`config.mk`:
```
export PLATFORM = sky130hd
export DESIGN_NAME = cv32e40p_load_resp_unit_flat
export DESIGN_NICKNAME = d
export VERILOG_FILES = /design/src/rtl/cv32e40p_load_resp_unit_pkg.sv /design/src/rtl/cv32e40p_load_resp_unit_if.sv /design/src/rtl/cv32e40p_load_desc_fifo.sv /design/src/rtl/cv32e40p_load_resp_unit.sv /design/src/flat_wrapper.sv
export SDC_FILE = /design/constraint.sdc
export NUM_CORES = 1
export LEC_CHECK = 0
export BUFFER_PORTS_ARGS = -buffer_cell sky130_fd_sc_hd__buf_2
export CAP_MARGIN = 20
export CELL_PAD_IN_SITES_DETAIL_PLACEMENT = 0
export CELL_PAD_IN_SITES_GLOBAL_PLACEMENT = 1
export CORE_MARGIN = 3
export CORE_UTILIZATION = 39
export CTS_CLUSTER_SIZE = 10
export DETAILED_ROUTE_END_ITERATION = 7
export PLACE_DENSITY_LB_ADDON = 0.1
export SETUP_SLACK_MARGIN = 0.4
export SLEW_MARGIN = 20
export SYNTH_ARGS = -nofsm -noshare
export SYNTH_HDL_FRONTEND = slang
export SYNTH_HIERARCHICAL = 1
export SYNTH_SLANG_ARGS = --single-unit
```
`constraint.sdc`:
```
create_clock -name clk -period 2.9 [get_ports clk]
set_input_delay 0.435 -clock clk [delete_from_list [all_inputs] [get_ports clk]]
set_output_delay 0.435 -clock clk [all_outputs]
set_load 0.005 [all_outputs]
```
`src/rtl/cv32e40p_load_resp_unit_pkg.sv`:
```
// Shared types and helpers for the load-response unit.
//   lsu_size_e    : access size encoding carried on push_type_i
//   load_desc_t   : per-transaction descriptor held in the outstanding queue
//   crosses_word  : does an access of this size/offset spill into the next word
//   extend_load   : sign/zero extension of aligned load data
package cv32e40p_load_resp_unit_pkg;

    typedef enum logic [1:0] {
        LSU_WORD = 2'b00,
        LSU_HALF = 2'b01,
        LSU_BYTE = 2'b10
    } lsu_size_e;

    typedef struct packed {
        logic [1:0] size;      // lsu_size_e encoding; 2'b11 behaves as word
        logic       sign_ext;
        logic [1:0] offset;
        logic       split;     // second beat of a misaligned access
        logic       we;
        logic [5:0] waddr;
    } load_desc_t;

    function automatic logic crosses_word(input logic [1:0] size, input logic [1:0] offset);
        logic res;
        case (size)
            LSU_HALF: res = (offset == 2'd3);
            LSU_BYTE: res = 1'b0;
            default:  res = (offset != 2'd0);
        endcase
        return res;
    endfunction

    function automatic logic [31:0] extend_load(input logic [31:0] data,
                                                input logic [1:0]  size,
                                                input logic        sign_ext);
        logic [31:0] res;
        case (size)
            LSU_BYTE: res = {{24{sign_ext & data[7]}}, data[7:0]};
            LSU_HALF: res = {{16{sign_ext & data[15]}}, data[15:0]};
            default:  res = data;
        endcase
        return res;
    endfunction

endpackage

```
`src/rtl/cv32e40p_load_resp_unit_if.sv`:
```
// Bus-side signals of the load-response unit.
//   push_*        : descriptor of a data-bus request granted this cycle
//   full_o/empty_o: outstanding-queue status
//   data_*        : OBI response channel (rvalid, rdata, err)
// master = LSU/bus side driving requests and responses, slave = the unit.
interface cv32e40p_load_resp_unit_if;

    logic        push_i;
    logic [1:0]  push_type_i;
    logic        push_sign_ext_i;
    logic [1:0]  push_offset_i;
    logic        push_split_i;
    logic        push_we_i;
    logic [5:0]  push_waddr_i;
    logic        full_o;
    logic        empty_o;
    logic        data_rvalid_i;
    logic [31:0] data_rdata_i;
    logic        data_err_i;

    modport master (
        output push_i, push_type_i, push_sign_ext_i, push_offset_i, push_split_i,
               push_we_i, push_waddr_i, data_rvalid_i, data_rdata_i, data_err_i,
        input  full_o, empty_o
    );

    modport slave (
        input  push_i, push_type_i, push_sign_ext_i, push_offset_i, push_split_i,
               push_we_i, push_waddr_i, data_rvalid_i, data_rdata_i, data_err_i,
        output full_o, empty_o
    );

endinterface

```
`src/rtl/cv32e40p_load_desc_fifo.sv`:
```
// In-order queue of outstanding load/store descriptors.
//   clk, rst      : clock, synchronous active-high reset
//   push_i        : enqueue push_desc_i (dropped when full without a pop)
//   pop_i         : dequeue head (ignored when empty)
//   full_o/empty_o: combinational status from count_o
//   count_o       : number of valid entries
//   head_o        : head entry
//   next_split_o  : split flag of entry head+1 (meaningful when count_o >= 2)
module cv32e40p_load_desc_fifo
    import cv32e40p_load_resp_unit_pkg::*;
#(
    parameter int unsigned DEPTH = 2
) (
    input  logic                     clk,
    input  logic                     rst,
    input  logic                     push_i,
    input  load_desc_t               push_desc_i,
    input  logic                     pop_i,
    output logic                     full_o,
    output logic                     empty_o,
    output logic [$clog2(DEPTH):0]   count_o,
    output load_desc_t               head_o,
    output logic                     next_split_o
);

    localparam int unsigned PtrW = $clog2(DEPTH);
    localparam int unsigned CntW = PtrW + 1;

    load_desc_t            mem_q [DEPTH];
    logic [PtrW-1:0]       rd_ptr_q, wr_ptr_q, nxt_ptr;
    logic [CntW-1:0]       count_q;
    logic                  push_acc, pop_acc;

    assign full_o  = (count_q == CntW'(DEPTH));
    assign empty_o = (count_q == '0);
    assign count_o = count_q;

    // When full, a simultaneous pop frees the slot being written.
    assign push_acc = push_i && (!full_o || pop_i);
    assign pop_acc  = pop_i && !empty_o;

    assign nxt_ptr      = rd_ptr_q + PtrW'(1);
    assign head_o       = mem_q[rd_ptr_q];
    assign next_split_o = mem_q[nxt_ptr].split;

    // Storage needs no reset: entries are only observed while counted valid.
    always_ff @(posedge clk) begin
        if (push_acc) begin
            mem_q[wr_ptr_q] <= push_desc_i;
        end
    end

    always_ff @(posedge clk) begin
        if (rst) begin
            rd_ptr_q <= '0;
            wr_ptr_q <= '0;
            count_q  <= '0;
        end else begin
            if (push_acc) begin
                wr_ptr_q <= wr_ptr_q + PtrW'(1);
            end
            if (pop_acc) begin
                rd_ptr_q <= nxt_ptr;
            end
            case ({push_acc, pop_acc})
                2'b10:   count_q <= count_q + CntW'(1);
                2'b01:   count_q <= count_q - CntW'(1);
                default: count_q <= count_q;
            endcase
        end
    end

    always_ff @(posedge clk) begin
        if (!rst) begin
            assert (!(push_i && full_o && !pop_i))
                else $error("load descriptor queue overflow, entry dropped");
        end
    end

endmodule

```
`src/rtl/cv32e40p_load_resp_unit.sv`:
```
// Load-response stage between the OBI response channel and EX.
//   clk, rst   : clock, synchronous active-high reset
//   bus        : request-descriptor push, queue status and bus response (slave modport)
//   rvalid_o   : one-cycle pulse per completed access
//   rdata_o    : aligned and extended load data (held between completions)
//   waddr_o    : destination register of the completed access
//   we_o       : write-back enable (descriptor we and no bus error)
//   err_o      : access ended with a bus error
//   spurious_o : one-cycle pulse when a response arrives with nothing outstanding
module cv32e40p_load_resp_unit
    import cv32e40p_load_resp_unit_pkg::*;
#(
    parameter int unsigned DEPTH = 2
) (
    input  logic                        clk,
    input  logic                        rst,
    cv32e40p_load_resp_unit_if.slave    bus,
    output logic                        rvalid_o,
    output logic [31:0]                 rdata_o,
    output logic [5:0]                  waddr_o,
    output logic                        we_o,
    output logic                        err_o,
    output logic                        spurious_o
);

    localparam int unsigned CntW = $clog2(DEPTH) + 1;

    load_desc_t        push_desc, head;
    logic              full, empty, next_split, pop;
    logic [CntW-1:0]   count;

    logic [31:0]       hold_q;
    logic              sticky_err_q;
    logic              rvalid_q, we_q, err_q, spurious_q;
    logic [31:0]       rdata_q;
    logic [5:0]        waddr_q;

    logic              next_valid, first_beat, complete, beat_err;
    logic [31:0]       shifted, merged;
    logic [5:0]        merge_shamt;

    assign push_desc = '{
        size:     bus.push_type_i,
        sign_ext: bus.push_sign_ext_i,
        offset:   bus.push_offset_i,
        split:    bus.push_split_i,
        we:       bus.push_we_i,
        waddr:    bus.push_waddr_i
    };

    assign pop = bus.data_rvalid_i && !empty;

    cv32e40p_load_desc_fifo #(
        .DEPTH (DEPTH)
    ) u_desc_fifo (
        .clk          (clk),
        .rst          (rst),
        .push_i       (bus.push_i),
        .push_desc_i  (push_desc),
        .pop_i        (pop),
        .full_o       (full),
        .empty_o      (empty),
        .count_o      (count),
        .head_o       (head),
        .next_split_o (next_split)
    );

    assign bus.full_o  = full;
    assign bus.empty_o = empty;

    // If the second beat's descriptor is not queued yet, infer a pair from the
    // head's own size/offset crossing the word boundary.
    assign next_valid = (count >= CntW'(2));
    assign first_beat = !head.split &&
                        (next_valid ? next_split : crosses_word(head.size, head.offset));

    // Second beat contributes the upper bytes; offset 0 gives a shift of 32,
    // which yields zero.
    assign merge_shamt = 6'd32 - {1'b0, head.offset, 3'b000};

    always_comb begin
        shifted  = bus.data_rdata_i >> {head.offset, 3'b000};
        merged   = shifted;
        beat_err = bus.data_err_i;
        if (head.split) begin
            merged   = hold_q | (bus.data_rdata_i << merge_shamt);
            beat_err = sticky_err_q | bus.data_err_i;
        end
    end

    assign complete = pop && !first_beat;

    always_ff @(posedge clk) begin
        if (rst) begin
            hold_q       <= '0;
            sticky_err_q <= 1'b0;
            rvalid_q     <= 1'b0;
            rdata_q      <= '0;
            waddr_q      <= '0;
            we_q         <= 1'b0;
            err_q        <= 1'b0;
            spurious_q   <= 1'b0;
        end else begin
            rvalid_q   <= complete;
            spurious_q <= bus.data_rvalid_i && empty;
            if (pop && first_beat) begin
                hold_q       <= shifted;
                sticky_err_q <= bus.data_err_i;
            end
            if (complete) begin
                rdata_q <= extend_load(merged, head.size, head.sign_ext);
                waddr_q <= head.waddr;
                we_q    <= head.we & ~beat_err;
                err_q   <= beat_err;
            end
        end
    end

    assign rvalid_o   = rvalid_q;
    assign rdata_o    = rdata_q;
    assign waddr_o    = waddr_q;
    assign we_o       = we_q;
    assign err_o      = err_q;
    assign spurious_o = spurious_q;

endmodule
```
`src/flat_wrapper.sv`:
```
// flat-port wrapper written by rule: the top's interface ports become plain ports
module cv32e40p_load_resp_unit_flat import cv32e40p_load_resp_unit_pkg::*;
#(
    parameter int unsigned DEPTH = 2
)
  (clk, rst, rvalid_o, rdata_o, waddr_o, we_o, err_o, spurious_o, bus_push_i, bus_push_type_i, bus_push_sign_ext_i, bus_push_offset_i, bus_push_split_i, bus_push_we_i, bus_push_waddr_i, bus_data_rvalid_i, bus_data_rdata_i, bus_data_err_i, bus_full_o, bus_empty_o);
  cv32e40p_load_resp_unit_if bus_i ();
  input  logic clk;
  input  logic rst;
  output logic rvalid_o;
  output logic [31:0] rdata_o;
  output logic [5:0] waddr_o;
  output logic we_o;
  output logic err_o;
  output logic spurious_o;
  input wire logic [$bits(bus_i.push_i)-1:0] bus_push_i;
  input wire logic [$bits(bus_i.push_type_i)-1:0] bus_push_type_i;
  input wire logic [$bits(bus_i.push_sign_ext_i)-1:0] bus_push_sign_ext_i;
  input wire logic [$bits(bus_i.push_offset_i)-1:0] bus_push_offset_i;
  input wire logic [$bits(bus_i.push_split_i)-1:0] bus_push_split_i;
  input wire logic [$bits(bus_i.push_we_i)-1:0] bus_push_we_i;
  input wire logic [$bits(bus_i.push_waddr_i)-1:0] bus_push_waddr_i;
  input wire logic [$bits(bus_i.data_rvalid_i)-1:0] bus_data_rvalid_i;
  input wire logic [$bits(bus_i.data_rdata_i)-1:0] bus_data_rdata_i;
  input wire logic [$bits(bus_i.data_err_i)-1:0] bus_data_err_i;
  output wire logic [$bits(bus_i.full_o)-1:0] bus_full_o;
  output wire logic [$bits(bus_i.empty_o)-1:0] bus_empty_o;
  assign bus_i.push_i = bus_push_i;
  assign bus_i.push_type_i = bus_push_type_i;
  assign bus_i.push_sign_ext_i = bus_push_sign_ext_i;
  assign bus_i.push_offset_i = bus_push_offset_i;
  assign bus_i.push_split_i = bus_push_split_i;
  assign bus_i.push_we_i = bus_push_we_i;
  assign bus_i.push_waddr_i = bus_push_waddr_i;
  assign bus_i.data_rvalid_i = bus_data_rvalid_i;
  assign bus_i.data_rdata_i = bus_data_rdata_i;
  assign bus_i.data_err_i = bus_data_err_i;
  assign bus_full_o = bus_i.full_o;
  assign bus_empty_o = bus_i.empty_o;
  cv32e40p_load_resp_unit #(.DEPTH(DEPTH)) u_core (.clk(clk), .rst(rst), .bus(bus_i), .rvalid_o(rvalid_o), .rdata_o(rdata_o), .waddr_o(waddr_o), .we_o(we_o), .err_o(err_o), .spurious_o(spurious_o));
endmodule
```
==> reports/metrics.csv, run 1 <==
metric;value;unit
dr.pass1.iters;6;
cts_made_buffers;9;
p_leak;2.61;nW
diodes;0;
end_kind;flip-flop;
htreeDepth;3;
layout_commonest_cell;buf_2;
drt_wl_total;17500;µm
overflow;0;
worstSetupStartpointType;flip-flop;
netlist_instances;588;
die_area;15700;µm²
via_per_inst;6.02;
clk_latency;0.35;ns
place_congestion;0.828;
ys_seq_area_share;43.0;%
initial_core_util;40.8;%
cts_tree;done;
drc;0;
final_net_count;713;
num_vias;5053;
ctsHoldBuffers;0;
required;3.15;ns
cts_sinks;106;
area_growth;19.0;%
grt_usage;22.0;%
num_rows;42;
io_pins;94;
grt_pass1_vias;4949;
die_y;125;µm
fin_ws;0.491;ns
hold_path_class;in2reg;
grt_max_degree;74;
r2r_slack;0.49;ns
final_cell_mix;buf_2 (93), dfxtp_1 (79), a21oi_1 (75);
slew_headroom;43.6;%
clockBufferDepth;2;
dp_slack;0.181;ns
p_per_area;811;nW/µm²
wire_per_inst;20.8;µm
ant_nets;0;
ys_warn_count;6;
syn_nets;643;
crit_type;reg2reg;
final-setup-viol-count;0;
period_needed;2.41;ns
hold_viol_final;0;
tns;0;ns
slowest_stage;dfxtp_4;
die_x;125;µm
antenna_found_initial;1;
synth_seq_cells;106;
tightest_slew;0.847;ns
portBuffers;93;
max-vdd-ir-drop;0.458;mV
crit_arrival;2.66;ns
grt_pass1_wl;27700;µm
ys_types;44;
fmax;0.415;GHz
drt_iter0_markers;480;
drv_cap;0;
rsz0062_at_grt;yes;
power.total;5.34;mW
outcome;finished clean;
avgSynthCellArea;9.41;µm²
place_hpwl;10800;µm
crit_chain;mux2_2 -> inv_1 -> ha_1 -> nor2b_1 -> o311ai_4 -> buf_4 -> clkbuf_16 -> a21oi_1 -> a311oi_1;
fin_skew;0.0103;ns
drive_gt1_share;25.9;%
cts_root_buffer;clkbuf_16;
finalCritPeriodShare;83.1;%
path_max_fanout;18;
cts.clk_slew.worst_paths;0.07;ns
syn-cell-area;5540;µm²
postLayoutCoreUtil;48.6;%
slew_viol_final;0;
core_area;13600;µm²
max_stage_delay;0.38;ns
-- power by group --
group | internal (mW) | switching, mW
clock | 0.594 | 0.576
sequential | 1.75 | 0.125
combinational | 0.891 | 1.41
-- final timing paths --
kind / from / to / depth (start not counted)
max: flip-flop / u_core/rdata_o[5]$_SDFFE_PP0P_ / 9
min: bus_push_type_i[1] / u_core/u_desc_fifo/mem_q[1][12]$_DFFE_PP_ / 1
max reg2reg: flip-flop / u_core/rdata_o[5]$_SDFFE_PP0P_ / 9
min reg2reg: u_core/hold_q[28]$_SDFFE_PP0P_ / u_core/hold_q[28]$_SDFFE_PP0P_ / 2
-- flip-flops by register name, indices dropped and copies added, names as in the netlist, named ones only --
| register | cells |
|---|---|
| u_core/hold_q | 32 |
| u_core/rdata_o | 32 |
| u_core/u_desc_fifo/mem_q | 26 |
| u_core/waddr_o | 6 |
| u_core/u_desc_fifo/count_o | 2 |
| u_core/err_o | 1 |
| u_core/rvalid_o | 1 |
| u_core/spurious_o | 1 |
| u_core/sticky_err_q | 1 |
| u_core/u_desc_fifo/rd_ptr_q | 1 |
| u_core/u_desc_fifo/wr_ptr_q | 1 |
| u_core/we_o | 1 |
-- stage by stage --
stage / hold WS, ns / instances / instance area (µm²)
floorplan: 0.451 / 588 / 5600
global placement: 0.458 / 818 / 6160
detailed placement: 0.465 / 818 / 6160
CTS: 0.259 / 836 / 6480
global route: 0.252 / 839 / 6590
finish: 0.273 / 839 / 6590
-- layout make-up --
cell class              instances  area, µm²
flip-flops and latches        106       2390
fillers                      1346       6970
repair buffers                122        766
clock buffers                  10        229
clock inverters                 6       48.8
well taps                     176        220
inverters                       8       30.0
multi-input cells             411       2910
-- timing repair --
action | 4_1_cts | 5_1_grt
gates resized for setup | 3 | 14
cloned | 1 | 1
setup buffers | 1 | 2
pin swaps | 0 | 6
setup endpoints to repair | 50 | 40
endpoints found under the hold margin | 0 | 0
-- worst max-delay path: cells and delay by family (launching register included) --
family	cells	cell delay [ns]
AOI/OAI and AO/OA	3	0.72
adders and majority gates	1	0.24
buffers and inverters	3	0.44
DFF	1	0.38
muxes	1	0.35
and+or+nand+nor	1	0.18
-- cell usage after synthesis --
master | instances | share of area [%]
dfxtp_1 | 80 | 29
a21oi_1 | 75 | 6.8
o21ai_0 | 57 | 5.2
mux2i_1 | 54 | 9.8
clkbuf_1 | 45 | 3.1
a311oi_1 | 31 | 4.9
edfxtp_1 | 26 | 14
nand3_1 | 24 | 2.2
nor2_1 | 20 | 1.4
nor3_1 | 19 | 1.7
a21o_1 | 16 | 2.2
nand2_1 | 16 | 1.1
mux2_2 | 14 | 2.8
nand4_1 | 9 | 1.0
nor2b_1 | 9 | 1.0
buf_2 | 8 | 0.72
nand3b_1 | 8 | 1.1
o211ai_1 | 8 | 1.1
o221ai_1 | 8 | 1.3
o22ai_1 | 8 | 0.90
o311ai_0 | 8 | 1.3
inv_1 | 6 | 0.41
ha_1 | 5 | 1.1
buf_1 | 4 | 0.27
and3b_1 | 3 | 0.47
buf_4 | 3 | 0.41
buf_6 | 3 | 0.61
nand2b_1 | 3 | 0.34
mux2_4 | 2 | 0.54
xnor2_1 | 2 | 0.32
a211oi_1 | 1 | 0.14
a32oi_4 | 1 | 0.50
clkinv_1 | 1 | 0.068
inv_2 | 1 | 0.068
mux4_2 | 1 | 0.41
nor3b_2 | 1 | 0.23
o21a_2 | 1 | 0.16
o311a_1 | 1 | 0.18
o311ai_4 | 1 | 0.47
o31ai_4 | 1 | 0.38
or2_1 | 1 | 0.11
or2_2 | 1 | 0.11
or3_1 | 1 | 0.11
xor2_1 | 1 | 0.16
-- routing by layer --
metal,track usage (%),vias up,share of wire (%)
met3,5.54,25,6.7
met5,0,-,0.074
li1,-,2379,-
met1,29.9,2442,44
met2,34.8,205,47
met4,6.12,2,2.4
-- cells by family after synthesis --
family / after synthesis / share of synthesized area, %
AO/OA/AOI/OAI: 217 / 25.4
AND/OR/NAND/NOR: 115 / 10.8
flip-flops: 106 / 43.0
buffers and inverters: 71 / 5.61
multiplexers: 71 / 13.6
adder cells (fa/ha/maj): 5 / 1.13
XOR/XNOR: 3 / 0.475
(Power assumes the default switching activity.)
==> inputs of run 2 (changes only) <==
--- a/config.mk
+++ b/config.mk
@@ -5,12 +5,13 @@
 export SDC_FILE = /design/constraint.sdc
 export NUM_CORES = 1
 export LEC_CHECK = 0
+export ABC_AREA = 1
 export BUFFER_PORTS_ARGS = -buffer_cell sky130_fd_sc_hd__buf_2
 export CAP_MARGIN = 20
 export CELL_PAD_IN_SITES_DETAIL_PLACEMENT = 0
 export CELL_PAD_IN_SITES_GLOBAL_PLACEMENT = 1
 export CORE_MARGIN = 3
-export CORE_UTILIZATION = 39
+export CORE_UTILIZATION = 37
 export CTS_CLUSTER_SIZE = 10
 export DETAILED_ROUTE_END_ITERATION = 7
 export PLACE_DENSITY_LB_ADDON = 0.1
==> constraint.sdc (replaced) <==
create_clock -name clk -period 2.15 [get_ports clk]
set_input_delay 0.3225 -clock clk [delete_from_list [all_inputs] [get_ports clk]]
set_output_delay 0.3225 -clock clk [all_outputs]
set_load 0.005 [all_outputs]
==> run 2 against run 1 <==
Effect of this change:
- clock skew fell by 0.0035 ns
- sequential share of layout area fell by 4.7 points
- critical path depth rose by 2
- die area up 8.3%
- combinational power about the same
- flip-flop and latch count unchanged
- non-clock buffer count is 25 higher
- critical endpoint is now u_core/rdata_o[19]$_SDFFE_PP0P_
- largest power group is now sequential cells
==> reports/metrics.csv, run 2 <==
metric;value;unit
worstSetupStartpointType;flip-flop;
max-vdd-ir-drop;0.560;mV
synth_seq_cells;106;
cts_sinks;106;
overflow;0;
die_x;130;µm
outcome;finished clean;
cts_made_buffers;9;
netlist_top_cells_area;dfxtp_1 (28%), nand2_1 (18%), edfxtp_1 (14%), nor2_1 (6.7%), nand3_1 (6.2%);
max_stage_delay;0.39;ns
crit_type;reg2reg;
syn_nets;870;
hold_viol_final;0;
num_vias;5718;
place_hpwl;12000;µm
p_leak;3.50;nW
final_cell_mix;nand2_1 (260), buf_2 (93), nor2_1 (93);
wire_per_inst;16.9;µm
slew_viol_final;0;
final_net_count;982;
synth_flop_cell;dfxtp_1;
fin_skew;0.00676;ns
cts_tree;done;
p_per_area;849;nW/µm²
grt_usage;21.5;%
drive_gt1_share;27.9;%
die_area;17000;µm²
die_y;130;µm
num_rows;44;
fill_cells;1432;
htreeDepth;3;
min_from;bus_push_waddr_i[2];
diodes;0;
cts.clk_slew.worst_paths;0.08;ns
synth_top_cell_by_area;dfxtp_1;
place_congestion;0.936;
path_max_fanout;8;
syn-cell-area;5710;µm²
initial_core_util;38.5;%
drv_cap;0;
cts_root_buffer;clkbuf_16;
place_area;6420;µm²
crit_path_frequent_cell;nor2_1;
via_per_inst;5.12;
slew_headroom;69.3;%
crit_chain;mux2_4 -> clkinv_4 -> ha_4 -> buf_6 -> nor2_4 -> nand2_1 -> nand2_2 -> nand3_4 -> nand2_8 -> nor2_1 -> nor2_1;
fmax;0.492;GHz
ctsHoldBuffers;0;
synthDominantCellAreaShare;28.1;%
clockBufferDepth;2;
ys_types;30;
netlist_instances;815;
crit_family;simple AND/OR/NAND/NOR gates;
io_pins;94;
slowest_stage;dfxtp_4;
ys_warn_count;6;
tns;0;ns
yosysMostFrequentCell;nand2_1;
core_area;14800;µm²
hold_path_class;in2reg;
drt_iter0_markers;315;
drc;0;
area_growth;32.9;%
ant_nets;0;
synthArstFlopShare;0;%
drt_wl_total;18900;µm
grt_pass1_wl;27900;µm
end_kind;flip-flop;
dr.pass1.iters;5;
ys_seq_area_share;41.7;%
final-setup-viol-count;0;
antenna_found_initial;0;
grt_pass1_vias;5353;
period_needed;2.03;ns
rsz0062_at_grt;yes;
ys_top_cells_by_count;nand2_1 (270), nor2_1 (102), dfxtp_1 (80), nand3_1 (71), a21oi_1 (54);
crit_buf_inv;2;
tightest_slew;0.461;ns
layout_commonest_cell;nand2_1;
clk_latency;0.36;ns
crit_arrival;2.33;ns
portBuffers;93;
final_design_area_no_fill;7580;µm²
avgSynthCellArea;7.00;µm²
required;2.45;ns
synth_edf_count;26;
grt_max_degree;49;
finalCritPeriodShare;94.6;%
==> run 2: report_power, final <==
| group | switching [mW] | total (mW) | internal [mW] |
|---|---|---|---|
| registers | 0.112 | 2.35 | 2.23 |
| clock network | 0.839 | 1.78 | 0.937 |
| logic | 1.33 | 2.32 | 0.993 |
==> run 2: path summary, 6_finish.rpt <==
| path | end | slack, ns | depth (start not counted) |
|---|---|---|---|
| hold / removal | u_core/u_desc_fifo/mem_q[0][2]$_DFFE_PP_ | 0.15 | 1 |
| setup reg to reg | u_core/rdata_o[19]$_SDFFE_PP0P_ | 0.12 | 11 |
| hold reg to reg | u_core/hold_q[5]$_SDFFE_PP0P_ | 0.45 | 2 |
| setup / recovery | u_core/rdata_o[19]$_SDFFE_PP0P_ | 0.12 | 11 |
==> run 2: repair_timing <==
action,in CTS,in global routing
pin swaps,6,14
endpoints found under the setup margin,89,102
gates resized for setup,48,65
hold endpoints to repair,0,0
setup buffers,13,3
cloned,6,8
==> run 2: through the flow <==
stage	std cells	worst slack [ns]	power, mW	util [%]	hold slack [ns]
3_3_place_gp	1070	-0.0307	4.15	43.3	0.434
6_report	1116	0.117	6.44	51.2	0.149
2_1_floorplan	815	-0.111	3.61	-	0.421
5_1_grt	1116	0.0164	6.79	51.2	0.134
4_1_cts	1105	0.131	6.27	48.8	0.136
3_5_place_dp	1070	-0.0487	4.17	43.3	0.440
==> run 2: cell type report <==
type / instances / area (µm²) / share of cell area, %
clock buffers: 9 / 225 / 2.97
flip-flops and latches: 106 / 2390 / 31.5
inverters: 52 / 224 / 2.95
well taps: 184 / 230 / 3.04
repair buffers: 147 / 1290 / 17.0
multi-input cells: 610 / 3120 / 41.2
repair inverters: 1 / 8.76 / 0.115
clock inverters: 7 / 96.3 / 1.27
==> run 2: cells by family after synthesis <==
| family | share of synthesized area (%) |
|---|---|
| compound gates | 9.16 |
| fa+ha+maj | 1.10 |
| buf+inv | 8.66 |
| flops | 41.7 |
| mux | 2.89 |
| simple gates | 36.5 |
==> run 2: per-layer routing <==
metal / wire length (µm) / up-vias / track usage, %
met3: 1380 / 29 / 4.22
met5: 0 / - / 0
li1: - / 2828 / -
met2: 9050 / 204 / 35.8
met1: 8030 / 2657 / 27.8
met4: 448 / 0 / 7.64
==> run 2: worst reg2reg max path, stage by stage (launching register included) <==
cell and delay [ns]:
dfxtp_4 0.39, mux2_4 0.35, clkinv_4 0.07, ha_4 0.20
buf_6 0.11, nor2_4 0.20, nand2_1 0.10, nand2_2 0.10
nand3_4 0.16, nand2_8 0.15, nor2_1 0.06, nor2_1 0.09
